`src/rtl/fpu_float_sqrt_seq.sv`:
```
// fpu_float_sqrt_seq -- sequential single-precision square root.
//
// Restoring digit recurrence, one root bit per clock. 26 iterations produce
// 24 result bits (implicit 1 + 23 mantissa bits) and 2 guard bits. The result
// is left unrounded. It carries {guard, round, sticky} for the rounding stage
// downstream. The round mode is passed through unchanged.
//
// Ports:
//   clk, rst      clock, asynchronous active-high reset
//   in_valid      operand valid           in_ready   unit idle, can accept
//   in_number     operand (1/8/23)        in_round   round mode, carried along
//   out_valid     result valid            out_ready  consumer accepts result
//   out_number    unrounded result        out_guard  {g, r, sticky}
//   out_round     round mode captured at the input handshake
//
// Build option:
//   FPU_SQRT_EARLY_OUT_EN  special operands (zero, inf, NaN, negative,
//                          denormal) skip the recurrence. The result is then
//                          valid 1 cycle after the handshake instead of 27.

package fpu_float_pkg;
   typedef struct packed {
      logic        sign;
      logic [7:0]  exponent;
      logic [22:0] mantissa;
   } fpu_float_fields_t;

   typedef logic [2:0] fpu_round_mode_t;

   typedef struct packed {
      logic g;
      logic r;
      logic sticky;
   } fpu_guard_bits_t;

   localparam fpu_float_fields_t FPU_FLOAT_NAN = fpu_float_fields_t'(32'h7FC0_0000);
endpackage

module fpu_float_sqrt_seq
   import fpu_float_pkg::*;
(
   input  logic              clk,
   input  logic              rst,
   input  logic              in_valid,
   output logic              in_ready,
   input  fpu_float_fields_t in_number,
   input  fpu_round_mode_t   in_round,
   output logic              out_valid,
   input  logic              out_ready,
   output fpu_float_fields_t out_number,
   output fpu_guard_bits_t   out_guard,
   output fpu_round_mode_t   out_round
);

`ifdef FPU_SQRT_EARLY_OUT_EN
   localparam logic EARLY_OUT = 1'b1;
`else
   localparam logic EARLY_OUT = 1'b0;
`endif

   localparam logic [4:0] LAST_ITER = 5'd25;

   typedef enum logic [1:0] {S_IDLE, S_CALC, S_DONE} state_t;

   state_t            state_q, state_nxt;

   logic [51:0]       rad_q;         // radicand, consumed 2 bits per cycle from the top
   logic [29:0]       rem_q;         // partial remainder (< 2*root + 1, so 28 bits suffice; 2 spare)
   logic [25:0]       root_q;        // root bits built so far
   logic [4:0]        cnt_q;
   logic [7:0]        res_exp_q;
   logic              special_q;
   fpu_float_fields_t special_val_q;

   // ---------------- operand decode ----------------
   logic              in_special;
   fpu_float_fields_t in_special_val;
   logic [51:0]       rad_init;
   logic [7:0]        exp_adj;
   logic [7:0]        res_exp;

   always_comb begin
      in_special     = 1'b0;
      in_special_val = '0;
      if (in_number.exponent == 8'hFF) begin
         in_special     = 1'b1;
         in_special_val = (in_number.mantissa != '0 || in_number.sign) ? FPU_FLOAT_NAN : in_number;
      end else if (in_number.exponent == 8'h00) begin
         // Signed zero keeps its sign. A denormal of either sign flushes to +0.
         in_special     = 1'b1;
         in_special_val = (in_number.mantissa == '0) ? in_number : '0;
      end else if (in_number.sign) begin
         in_special     = 1'b1;
         in_special_val = FPU_FLOAT_NAN;
      end
   end

   // An even biased exponent is an odd unbiased one. In that case one factor
   // of 2 moves into the radicand, so the exponent halves cleanly. The radicand
   // is aligned so the 26-bit integer root has its MSB at the implicit 1.
   assign rad_init = in_number.exponent[0] ? {2'b01, in_number.mantissa, 27'd0}
                                           : {1'b1,  in_number.mantissa, 28'd0};
   assign exp_adj  = in_number.exponent - {7'd0, ~in_number.exponent[0]};
   assign res_exp  = {1'b0, exp_adj[7:1]} + 8'd64;

   // ---------------- one recurrence step ----------------
   logic [29:0] rem_shift;
   logic [30:0] diff;
   logic        borrow;
   logic [29:0] rem_nxt;
   logic [25:0] root_nxt;

   assign rem_shift = {rem_q[27:0], rad_q[51:50]};
   assign diff      = {1'b0, rem_shift} - {3'd0, root_q, 2'b01};
   assign borrow    = diff[30];
   assign rem_nxt   = borrow ? rem_shift : diff[29:0];
   assign root_nxt  = {root_q[24:0], ~borrow};

   // ---------------- FSM ----------------
   always_ff @(posedge clk or posedge rst) begin
      if (rst) state_q <= S_IDLE;
      else     state_q <= state_nxt;
   end

   always_comb begin
      state_nxt = state_q;
      in_ready  = 1'b0;
      out_valid = 1'b0;
      case (state_q)
         S_IDLE: begin
            in_ready = 1'b1;
            if (in_valid)
               state_nxt = (EARLY_OUT && in_special) ? S_DONE : S_CALC;
         end
         S_CALC: begin
            if (cnt_q == 5'd0) state_nxt = S_DONE;
         end
         S_DONE: begin
            out_valid = 1'b1;
            if (out_ready) state_nxt = S_IDLE;
         end
         default: state_nxt = S_IDLE;
      endcase
   end

   // ---------------- datapath ----------------
   always_ff @(posedge clk or posedge rst) begin
      if (rst) begin
         rad_q         <= '0;
         rem_q         <= '0;
         root_q        <= '0;
         cnt_q         <= '0;
         res_exp_q     <= '0;
         special_q     <= 1'b0;
         special_val_q <= '0;
         out_number    <= '0;
         out_guard     <= '0;
         out_round     <= '0;
      end else begin
         case (state_q)
            S_IDLE: begin
               if (in_valid) begin
                  rad_q         <= rad_init;
                  rem_q         <= '0;
                  root_q        <= '0;
                  cnt_q         <= LAST_ITER;
                  res_exp_q     <= res_exp;
                  special_q     <= in_special;
                  special_val_q <= in_special_val;
                  out_round     <= in_round;
                  if (EARLY_OUT && in_special) begin
                     out_number <= in_special_val;
                     out_guard  <= '0;
                  end
               end
            end
            S_CALC: begin
               rad_q  <= {rad_q[49:0], 2'b00};
               rem_q  <= rem_nxt;
               root_q <= root_nxt;
               cnt_q  <= cnt_q - 5'd1;
               if (cnt_q == 5'd0) begin
                  // Specials also run the full recurrence when the early-out is
                  // not built in. The root computed for them is discarded here.
                  if (special_q) begin
                     out_number <= special_val_q;
                     out_guard  <= '0;
                  end else begin
                     out_number <= {1'b0, res_exp_q, root_nxt[24:2]};
                     out_guard  <= {root_nxt[1:0], (rem_nxt != '0)};
                  end
               end
            end
            default: ;  // S_DONE: outputs hold until accepted
         endcase
      end
   end

endmodule

```
`config.mk`:
```
export PLATFORM = sky130hd
export DESIGN_NAME = fpu_float_sqrt_seq
export DESIGN_NICKNAME = d
export VERILOG_FILES = /design/src/rtl/fpu_float_sqrt_seq.sv
export SDC_FILE = /design/constraint.sdc
export NUM_CORES = 1
export LEC_CHECK = 0
export CORE_ASPECT_RATIO = 0.5
export CORE_MARGIN = 2
export CORE_UTILIZATION = 58
export CTS_CLUSTER_SIZE = 40
export DETAILED_ROUTE_END_ITERATION = 10
export PLACE_DENSITY = 0.79
export SLEW_MARGIN = 5
export SYNTH_ARGS = -nofsm -noshare
export SYNTH_HDL_FRONTEND = slang
export SYNTH_SLANG_ARGS = --single-unit
```
`constraint.sdc`:
```
create_clock -name clk -period 8.5 [get_ports clk]
set_input_delay 2.55 -clock clk [delete_from_list [all_inputs] [get_ports clk]]
set_output_delay 2.55 -clock clk [all_outputs]
set_load 0.1 [all_outputs]
```
Word level (Yosys, flattened, before mapping)
Cells that the tools add are included.
{"block": "totals", "word_cells": 67, "input_bits": 39, "ff_bits": 192, "output_inout_bits": 40, "mem_bits_rw": 0, "romBits": 0, "latch_bits": 0, "memories": 0}
{"block": "classes", "n_mul": 0, "shift": 0, "addsub": 4, "mux": 26, "eq_ne": 6, "div": 0, "bitwise": 2, "magnitude_cmp": 0, "n_reduce_logical": 12}
{"op": "$mux 32", "n": 5}
{"op": "$mux 52", "n": 2}
{"op": "$pmux 52 s2", "n": 1}
{"op": "$pmux 28 s2", "n": 1}
{"op": "$pmux 26 s2", "n": 1}
{"op": "$mux 31", "n": 1}
{"op": "$sub 30x28->31", "n": 1}
{"op": "$mux 30", "n": 1}
{"op": "$reduce_bool 30->1", "n": 1}
{"op": "$mux 28", "n": 1}
{"op": "$mux 26", "n": 1}
{"op": "$logic_not 23->1", "n": 1}
{"op": "$reduce_bool 23->1", "n": 1}
{"op": "$pmux 5 s2", "n": 1}
{"op": "$add 7x7->8 const B", "n": 1}
{"op": "$eq 8x8->1 const B", "n": 1}
{"op": "$logic_not 8->1", "n": 1}
{"op": "$sub 8x1->8", "n": 1}
{"op": "$mux 2", "n": 3}
{"op": "$ne 2x2->1 const B", "n": 3}
{"op": "$pmux 2 s3", "n": 1}
{"op": "$reduce_and 2->1", "n": 3}
{"op": "$logic_not 5->1", "n": 1}
{"op": "$mux 1", "n": 5}
{"op": "other kinds (10)", "n": 11}

Logic depth before layout (Yosys ltp)
{"block": "depth", "word_depth": 4, "mapped_depth": 14}

Worst setup path after synthesis
OpenSTA, ideal clock, no wires.
{"block": "synth_timing", "path_kind": "flip-flop to output port", "start": "register state_q[0]", "end": "output port in_ready", "path_stages_with_launch": 2, "path_slack_ns": 4.256, "arrival_time_ns": 1.694, "required_ns": 5.950, "cell_sequence": "dfrtp_1 -> nor2_1"}
{"block": "synth_between", "elab_chain_cells": 2}
{"element": "start: declaration", "line_no": "65", "source": "state_t state_q, state_nxt;"}
{"element": "start signal: assignment", "line_no": "122", "source": "else state_q <= state_nxt;"}
{"element": "$logic_not 2->1", "line_no": "129", "source": "case (state_q)"}
{"element": "$mux 1", "line_no": "129"}
{"element": "end: declaration", "line_no": "45", "source": "output logic in_ready,"}
Every way passes these cells.

Final worst setup path
Same ends and word-level chain as after synthesis.

==> impl_metrics.tcl <==
set metrics [dict create \
    slew_violations 0 \
    netlist-cell-type-count 68 \
    crit_path_cell_trace "nor2_1, clkdlybuf4s50_1" \
    root_buffer "clkbuf_16" \
    grt_pass1_wl_um 35700 \
    antenna_found_initial 0 \
    setup_violations 0 \
    cp-end-kind "output pin" \
    met3_length_um 1180 \
    yosys_warnings 0 \
    ys_ff_latch 165 \
    final_layout_size_suffix_gt1_frac 0.0678 \
    synth_top_cell_area_share 0.458 \
    fin_setup_tns_ps 0 \
    hold_viol 0 \
    nNetsFinal 1076 \
    clock_latency_ps 440 \
    drtAntennaViolNets 0 \
    layout_common_cells "164 x dfrtp_1, 115 x o21ai_0, 88 x nand2_1, 78 x clkdlybuf4s50_1, 75 x nor2_1" \
    start_kind "register" \
    crit_fanout 4 \
    drt_iter0_drc 660 \
    grt_overflow 0 \
    holdWs_ps 480 \
    fin_crit_sh 0.574 \
    fp.coreArea_um2 15300 \
    htreeDepth 4 \
    cp_slowest_cell "clkdlybuf4s50_1" \
    async_flop_share 1.00 \
    dr.max_layer_used "met4" \
    drt_wl_total_um 21700 \
    max_cap_violations 0 \
    synthCells 963 \
    die-area_um2 16600 \
    drt_first_pass_iters 5 \
    synth_area_leaders "dfrtp_1 46%, mux2i_1 7.0%, o21ai_0 6.4%, ha_1 4.4%, nand2_1 3.8%" \
    start_util 0.589 \
    relSlewSlack 0.321 \
    rsz0062_at_grt "no" \
    clk_pin_slew_ps 70 \
    port_buffers 78 \
    fmax_mhz 205 \
    cp.required_ps 5950 \
    synth-seq-area-share 0.458 \
    fp.dieH_um 92.1 \
    via_count 7344 \
    chipWidth_um 180 \
    hp-class "reg -> reg" \
    rows 32 \
    slowest_delay_ps 1200 \
    yosysTopAreaCell "dfrtp_1" \
    layout_commonest_cell "dfrtp_1" \
    cts_resized 0 \
    place_hpwl_um 14600 \
    pin_count 79 \
    cts_hold_buffers 0 \
    synth-edff-count 0 \
    clockBufferDepth 2 \
    met1_length_um 9770 \
    post_cts_buffers 0 \
    grt_max_degree 114 \
    clock_sinks 165 \
    outcome "finished, final reports clean" \
    viasPerCell 6.01 \
    syn_nets 1034 \
    grt_pass1_vias 7106 \
    critPathKind "reg -> out" \
    clock_skew_ps 14.3 \
    n_antenna_cell 0 \
    drc_errors 0 \
    worstPathArrival_ps 2330 \
    globalplace.congestion 0.895 \
    cts_tree "done" \
    syn_to_final_growth_pct 16.0 \
    synth_area_um2 9010 \
    numCtsBuffers 17 \
    synth-main-ff-cell "dfrtp_1" \
    dr_wl_met2_um 10200 \
    grtUsageTotal 0.269 \
    syn-mean-instance-area_um2 9.35 \
    fin_crit_ps 4880 \
    worst_pin_slew_ps 1020 \
    wl_per_cell_um 17.7 \
]
cell usage after synthesis (all sizes together) (19+ instances only):
library cell,count
a21oi,53
a221o,23
and2,27
buf,20
clkbuf,43
dfrtp,165
ha,32
inv,40
mux2i,63
nand2,90
nand3,62
nor2,75
o21ai,118
xnor2,19
logic make-up (layout without fill, tap and decap cells):
group | count (synthesis) | after routing | share of synthesized area
compound gates | 250 | 250 | 0.177
xor+xnor | 34 | 34 | 0.0331
fa+ha+maj | 32 | 32 | 0.0445
buf+inv | 103 | 158 | 0.0486
flops | 165 | 165 | 0.458
mux | 63 | 63 | 0.0700
simple gates | 316 | 316 | 0.168
worst paths after layout:
path	from	to	slack [ps]	cells after the start
worst max-delay path	state_q[0]$_DFFE_PP0P_	in_ready	3620	2
worst min-delay path	out_number[20]$_DFFE_PP0P_	out_number[20]$_DFFE_PP0P_	480	2
worst max register to register	rem_q[19]$_DFFE_PP0P_	out_guard[0]$_DFFE_PP0P_	4740	11
worst min register to register	out_number[20]$_DFFE_PP0P_	out_number[20]$_DFFE_PP0P_	480	2
max in group asynchronous	rst	special_q$_DFFE_PP0P_	4440	3
min in group asynchronous	rst	res_exp_q[7]$_DFFE_PP0P_	2650	2
per-stage QoR:
step	area (µm²)	setup slack, ps	utilization	instances
after detailed placement	9830	3690	0.643	1190
after global placement	9830	3750	0.643	1190
after CTS	10400	3630	0.683	1222
after floorplan	9010	1490	-	963
final	10400	3620	0.683	1222
after global routing	10400	3520	0.683	1222
worst max-delay path, delay by kind of cell (launching register included):
| family | cells | cell delay [ps] |
|---|---|---|
| and+or+nand+nor | 1 | 260 |
| DFF | 1 | 420 |
| buffers and inverters | 1 | 1200 |
registers in the layout, summed over array words and instances (netlist names):
signal	count
out_number	32
special_val_q	32
rem_q	28
root_q	26
rad_q	25
res_exp_q	8
cnt_q	5
out_guard	3
out_round	3
state_q	2
special_q	1
metal layers:
metal / track usage / vias up
li1: - / 3506
met1: 0.362 / 3549
met2: 0.438 / 242
met3: 0.0512 / 47
met4: 0.0974 / 0
met5: 0 / -
final cells by class:
cell class | instances | area [µm²]
fillers | 1236 | 4850
multi-input cells | 695 | 4450
flip-flops and latches | 165 | 4130
repair buffers | 86 | 841
clock buffers | 17 | 425
well taps | 204 | 255
clock inverters | 15 | 186
inverters | 40 | 155
Power is left out: the tool's default activity adds up to more than one toggle a clock period on the data nets, which glitch-free logic cannot reach.
==> variant, RTL diff (same settings) <==
Re-encode `state_t` (3 states) as one-hot, 3 bits wide.
--- a/src/rtl/fpu_float_sqrt_seq.sv
+++ b/src/rtl/fpu_float_sqrt_seq.sv
@@ -61,5 +61,5 @@
    localparam logic [4:0] LAST_ITER = 5'd25;
 
-   typedef enum logic [1:0] {S_IDLE, S_CALC, S_DONE} state_t;
+   typedef enum logic [2:0] {S_IDLE = 3'b001, S_CALC = 3'b010, S_DONE = 3'b100} state_t;
 
    state_t            state_q, state_nxt;
Function: same outputs for any inputs over 4 cycles, from zero or initial values and one cycle with rst high; so few cycles prove little.
==> variant against the unedited design <==
- cell count rose by 1.7%
- non-clock buffer count rose by 1
- highest routed layer unchanged
- first-iteration DRC count fell by 13%
- sequential cell count rose by 1
- design area rose by 2.4%
- via count rose by 4.2%
- synthesized area rose by 3.0%
- worst setup slack got worse by 0.22 ns
- largest cell class unchanged
- routed wire length rose by 6.8%
Power is left out: the tool's default activity adds up to more than one toggle a clock period on the data nets, which glitch-free logic cannot reach.
==> variant: results <==
[critical_path]
r2r-start = rem_q[10]$_DFFE_PP0P_
r2r_cells = 10
crit_start = state_q[0]$_DFFE_PP1P_

[detailed_routing]
met3WireLength_mm = 1.508
vias = 7656
wl_per_cell_um = 18.62
dr_wl_met2_mm = 10.51
wl_met1_mm = 10.85

[grt]
grt_pass1_wl_mm = 38.47
grt_pass1_vias = 7539
use_met3_pct = 5.880
grt.total_usage_pct = 28.63
grt_use_met1_pct = 40.17
grt_util_met2_pct = 45.31

[placed_design]
place.gp.congestion = 0.9400
hpwl_mm = 15.88
dpl.cell_count = 1211

[yosys]
synth_fa_ha_area_share_pct = 4.316
synthTopCellsByArea = dfrtp_1 (45%), mux2i_1 (6.8%), nand2_1 (5.7%), o21ai_0 (4.6%), ha_1 (4.3%)
synth_compound_area_share_pct = 20.73
synth_common_cells = dfrtp_1 (165), nand2_1 (142), o21ai_0 (86)
seq_area_frac_synth_pct = 44.79
syn_avg_cell_area_sq_um = 9.485
synthDistinctLibCells = 80

[outcome]
outcome = complete, no violations

[final_layout]
num-nets-final = 1097
drive_above_1_share_pct = 9.625

[hold_path]
min_from = out_number[11]$_DFFE_PP0P_
hp-class = register to register

[sta]
fin_worst_skew_ns = 0.01475
[variant: cell count changes after synthesis, sizes merged, moves of 7 or more]
cell / before / now
o21a: 4 / 12
a21oi: 53 / 45
a22o: 1 / 9
nor2: 75 / 59
a221o: 23 / 1
nand3: 62 / 10
o21ai: 118 / 89
o22ai: 2 / 32
nand2: 90 / 142
o221a: 0 / 22
nor3: 10 / 18
xor2: 15 / 8
nor4: 11 / 18
[variant: area by class of cell]
cell class / instances / area share, %
multi-input cells: 712 / 43.80
flip-flops and latches: 166 / 38.85
repair buffers: 87 / 7.929
clock buffers: 18 / 4.011
well taps: 204 / 2.386
inverters: 42 / 1.520
clock inverters: 14 / 1.509
[variant: per-stage QoR]
stage	utilization (%)	hold WS, ns	area [sq um]	setup WS, ns
after floorplan	-	0.4391	9276	1.462
after global placement	65.07	0.4538	10110	3.607
after detailed placement	65.07	0.4670	10110	3.504
after CTS	68.87	0.4858	10700	3.395
after global routing	68.87	0.5010	10700	3.328
final	68.87	0.4790	10700	3.404
